File: src/rtl/stream_mux.sv
// stream_mux: N-input valid/ready stream multiplexer with a registered output
// stage. A channel is picked either by an external index (select mode) or by
// round-robin arbitration over all requesting inputs, and every output word
// carries the index of the channel that supplied it.
module stream_mux #(
    parameter int DATA_W = 32,
    parameter int NUM_IN = 3,
    parameter int SEL_W  = 2
) (
    input  logic                     clk,
    input  logic                     rst_n,
    input  logic                     mode,
    input  logic [SEL_W-1:0]         sel,
    input  logic [NUM_IN*DATA_W-1:0] in_data,
    input  logic [NUM_IN-1:0]        in_valid,
    output logic [NUM_IN-1:0]        in_ready,
    output logic [DATA_W-1:0]        out_data,
    output logic                     out_valid,
    input  logic                     out_ready,
    output logic [SEL_W-1:0]         out_src,
    output logic                     err_sel,
    output logic [15:0]              xfer_cnt
);

    typedef enum logic {
        MODE_SELECT = 1'b0,
        MODE_RROBIN = 1'b1
    } mode_e;

    mode_e              modeSel;

    logic [DATA_W-1:0]  outData_q,   outData_d;
    logic [SEL_W-1:0]   outSrc_q,    outSrc_d;
    logic               outValid_q,  outValid_d;
    logic               errSel_q,    errSel_d;
    logic [15:0]        xferCnt_q,   xferCnt_d;
    logic [SEL_W-1:0]   lastGrant_q, lastGrant_d;

    logic               loadEn;
    logic               selInRange;
    logic               selErr;
    logic               rrValid;
    logic [SEL_W-1:0]   rrIdx;
    logic               grantValid;
    logic [SEL_W-1:0]   grantIdx;

    assign modeSel = mode_e'(mode);

    // The output register may accept a new word when it is empty or being
    // drained this cycle; nothing is offered to the inputs while in reset.
    assign loadEn     = rst_n && (!outValid_q || out_ready);
    assign selInRange = (int'(sel) < NUM_IN);

    // Round-robin search starting just after the last round-robin winner.
    always_comb begin
        rrValid = 1'b0;
        rrIdx   = '0;
        for (int off = 1; off <= NUM_IN; off++) begin
            if (!rrValid && in_valid[(int'(lastGrant_q) + off) % NUM_IN]) begin
                rrValid = 1'b1;
                rrIdx   = SEL_W'((int'(lastGrant_q) + off) % NUM_IN);
            end
        end
    end

    // Grant decision for the current cycle, including the bad-select flag.
    always_comb begin
        grantValid = 1'b0;
        grantIdx   = '0;
        selErr     = 1'b0;
        if (loadEn) begin
            if (modeSel == MODE_SELECT) begin
                if (!selInRange) begin
                    selErr = 1'b1;
                end else if (in_valid[sel]) begin
                    grantValid = 1'b1;
                    grantIdx   = sel;
                end
            end else begin
                grantValid = rrValid;
                grantIdx   = rrIdx;
            end
        end
    end

    // One-hot ready towards the granted channel only.
    always_comb begin
        in_ready = '0;
        if (grantValid) begin
            in_ready[grantIdx] = 1'b1;
        end
    end

    // Next state of the output stage, transfer counter and arbiter pointer.
    always_comb begin
        outData_d   = outData_q;
        outSrc_d    = outSrc_q;
        outValid_d  = outValid_q;
        lastGrant_d = lastGrant_q;
        errSel_d    = selErr;
        xferCnt_d   = xferCnt_q;

        if (outValid_q && out_ready) begin
            xferCnt_d = xferCnt_q + 16'd1;
        end

        if (loadEn) begin
            if (grantValid) begin
                outData_d  = in_data[int'(grantIdx) * DATA_W +: DATA_W];
                outSrc_d   = grantIdx;
                outValid_d = 1'b1;
                if (modeSel == MODE_RROBIN) begin
                    lastGrant_d = grantIdx;
                end
            end else begin
                outValid_d = 1'b0;
            end
        end
    end

    // State registers; the pointer resets to the last channel so channel 0 wins first.
    always_ff @(posedge clk or negedge rst_n) begin
        if (!rst_n) begin
            outData_q   <= '0;
            outSrc_q    <= '0;
            outValid_q  <= 1'b0;
            errSel_q    <= 1'b0;
            xferCnt_q   <= '0;
            lastGrant_q <= SEL_W'(NUM_IN - 1);
        end else begin
            outData_q   <= outData_d;
            outSrc_q    <= outSrc_d;
            outValid_q  <= outValid_d;
            errSel_q    <= errSel_d;
            xferCnt_q   <= xferCnt_d;
            lastGrant_q <= lastGrant_d;
        end
    end

    assign out_data  = outData_q;
    assign out_src   = outSrc_q;
    assign out_valid = outValid_q;
    assign err_sel   = errSel_q;
    assign xfer_cnt  = xferCnt_q;

endmodule

File: config.mk
export PLATFORM = sky130hd
export DESIGN_NAME = stream_mux
export DESIGN_NICKNAME = d
export VERILOG_FILES = /design/src/rtl/stream_mux.sv
export SDC_FILE = /design/constraint.sdc
export NUM_CORES = 1
export LEC_CHECK = 0
export ABC_AREA = 1
export BUFFER_PORTS_ARGS = -buffer_cell sky130_fd_sc_hd__buf_2
export CORE_MARGIN = 5
export CORE_UTILIZATION = 50
export CTS_CLUSTER_DIAMETER = 50
export DETAILED_ROUTE_END_ITERATION = 8
export GPL_TIMING_DRIVEN = 0
export PLACE_DENSITY = 0.88
export SYNTH_ARGS = -nofsm -noshare
export SYNTH_HDL_FRONTEND = slang
export SYNTH_SLANG_ARGS = --single-unit
File: constraint.sdc
create_clock -name clk -period 4.8 [get_ports clk]
set_input_delay 0.48 -clock clk [delete_from_list [all_inputs] [get_ports clk]]
set_output_delay 0.48 -clock clk [all_outputs]
set_load 0.01 [all_outputs]
==> impl_metrics.csv <==
group,metric,value,unit
synth,yosys.area.top_type,"dfrtp_1",
cts,clk_pin_slew,0.09,ns
drt,first_iter_violations,129,
final_layout,drive_gt1_share,30.0,%
drt,wirelength,9370,microns
final_layout,fillCellCount,571,
synth,synth_mux_area_share,0,%
synth,synth_top_family_by_area,"simple AND/OR/NAND/NOR gates",
setup_path,crit_path_end_kind,"output pin",
synth,synth.distinct_cells,25,
drt,viasPerCell,4.84,
final_layout,final_cells,734,
global_routing,grt_max_degree,56,
setup_path,crit_path_max_fanout,10,
cts,numCtsBuffers,5,
cts,cts_max_path_buffers,2,
drt,wl_per_cell,12.8,microns
cts,clock_latency,0.30,ns
place,gp_congestion,0.921,
sta,hold_viol_final,0,
outcome,status,"finished, final reports clean",
place,portBuffers,159,
setup_path,required,4.32,ns
setup_path,crit_family,"simple AND/OR/NAND/NOR gates",
synth,synth-adder-area-share,1.14,%
final_layout,area_delta_synth_final,31.2,%
synth,synth_top_area_share,40.4,%
cts,post_cts_buffers,0,
cts,cts_tree,"yes",
synth,synth_compound_area_share,1.71,%
sta,rsz0062_at_grt,"false",
synth,yosysWarnings,0,
floorplanning,fp.dieArea,8300,sq um
final_layout,diodes,0,
place,hpwl,7240,microns
floorplanning,start_util,51.5,%
synth,synth_top_cells_by_area,"dfrtp_1, nand2_1, nand3_1",
synth,synth_edf_count,0,
drt,drc,0,
floorplanning,die_h,91.1,microns
final_layout,nets,765,
setup_path,slowest_delay,0.56,ns
sta,drv_slew,0,
job,maxCapViolCount,0,
global_routing,grt_pass1_wl,15300,microns
synth,yosys.area_share.simple,41.6,%
setup_path,arrival,2.58,ns
synth,synthesis.nets,598,
synth,ys_seq_area_share,41.1,%
setup_path,worst-path-buf-inv,3,
floorplanning,pin_count,160,
sta,fin_hold_ws,0.206,ns
place,place_inst,726,
floorplanning,coreArea,6390,sq um
sta,setup_violations,0,
synth,synth.most_common_cell,"nand2_1",
synth,async_flop_share,100,%
power,p_per_area,438,nW/um^2
power,leakage,2.70,nW
setup_path,path_cells,"ha_1 -> inv_2 -> nand2_2 -> nand3_1 -> nand2_2 -> nand2_1 -> nor3_2 -> nor3_4 -> buf_2 -> nand2_1 -> nor2_1 -> buf_2",
synth,synth_commonest_cells,"nand2_1, inv_1, dfrtp_1, nand3_1, nor2_1",
power,vdd_drop_max,0.241,mV
drt,vias,3555,
global_routing,track_usage,21.8,%
drt,postRouteAntennaNets,0,
synth,synth-seq-cells,54,
drt,dr.pass1.iters,4,
setup_path,crit_path_top_delay_cell,"dfstp_2",
floorplanning,chipWidth,91.1,microns
synth,avgSynthCellArea,6.71,sq um
cts,cts-root-buf,"clkbuf_8",
synth,syn_inst,490,
sta,slew_headroom,54.3,%
sta,skew,0.00442,ns
cts,cts_resized,0,
global_routing,grt_overflow,0,
sta,period_needed,3.06,ns
cts,ctsHoldBuffers,0,
synth,synth-xor-area-share,4.00,%
sta,tns,0,ns
sta,post-route-period-util,63.7,%
cts,htree_levels,2,
hold_path,min_path_type,"in2async",
synth,syn_area,3290,sq um
synth,ys.flop_type,"dfrtp_1",
setup_path,path_class,"reg2out",
setup_path,startpoint_type,"flip-flop",
global_routing,grt_antenna_before_repair,0,
sta,clock.fmax,0.327,GHz
global_routing,first_global_vias,3366,
final_layout,final_core_util,67.5,%
floorplanning,fp-row-count,29,
sta,tightest_slew,0.685,ns
cts,cts_num_sinks,54,
[state kept, by name, summed over array words and instances (netlist names)]
signal and cells:
out_valid 1, lastGrant_q 2, xfer_cnt 16, out_src 2, out_data 32, err_sel 1
[per-layer routing]
| layer | track usage [%] | up-vias | wire length (microns) |
|---|---|---|---|
| met4 | 3.55 | 0 | 55 |
| met5 | 0 | - | 0 |
| met1 | 27.2 | 1607 | 3840 |
| met3 | 4.88 | 7 | 695 |
| met2 | 39.2 | 127 | 4770 |
| li1 | - | 1814 | - |
[layout make-up]
cell class	count	area, sq um	share of cell area [%]
inverter	59	221	5.14
clock inverter	1	30.0	0.696
multi-input combinational	359	1590	36.9
buffer	18	121	2.81
timing repair buffer	160	816	18.9
sequential	54	1350	31.4
clock buffer	6	82.6	1.92
tap	77	96.3	2.23
[worst reg2reg max path: cells and delay by family, from the launching register on]
family                   cells  cell delay, ns
buffers and inverters        2            0.57
AND/OR/NAND/NOR              8            0.96
adder cells (fa/ha/maj)      1            0.31
flip-flops                   1            0.56
[where the power goes]
part | switching [W] | internal, W
Clock | 0.000146 | 0.000167
Sequential | 0.000104 | 0.000613
Combinational | 0.000515 | 0.000346
[worst paths after layout]
kind	depth (start not counted)	startpoint	to	slack [ns]
worst min register to register	1	xfer_cnt[15]	xfer_cnt[15]	0.47
worst max-delay path	12	lastGrant_q[1]	in_ready[0]	1.74
worst max register to register	11	lastGrant_q[1]	out_data[16]	2.36
min in group clk	3	sel[1]	err_sel	0.44
max in group asynchronous	2	rst_n	lastGrant_q[1]	3.94
worst min-delay path	1	rst_n	xfer_cnt[0]	0.21
[cell usage in the layout, fill, tap and decap left out]
cell,instances
a21oi_1,3
a31oi_1,1
buf_12,1
buf_2,166
buf_4,6
buf_6,3
bufinv_16,1
clkbuf_1,2
clkbuf_8,6
dfrtp_1,53
dfstp_2,1
ha_1,3
inv_1,54
inv_2,5
nand2_1,259
nand2_2,3
nand3_1,46
nand3_2,2
nand3_4,1
nand4_1,6
nor2_1,10
nor3_2,1
nor3_4,1
nor4_1,1
o21ai_0,6
o21ai_1,1
xnor2_1,7
xor2_1,8
[cell families after synthesis]
kind of cell | count (synthesis)
AOI/OAI and AO/OA | 11
adders and majority gates | 3
buffers and inverters | 77
xor gates and xnor gates | 15
DFF | 54
and+or+nand+nor | 330
[metrics by stage]
step / area, sq um / power, W / setup WS [ns]
floorplan: 3290 / 0.00125 / 2.40
global placement: 4180 / 0.00155 / 1.23
detailed placement: 4180 / 0.00159 / 1.25
CTS: 4290 / 0.00190 / 1.21
global route: 4310 / 0.00205 / 1.48
finish: 4310 / 0.00189 / 1.74
(Power assumes the default switching activity.)
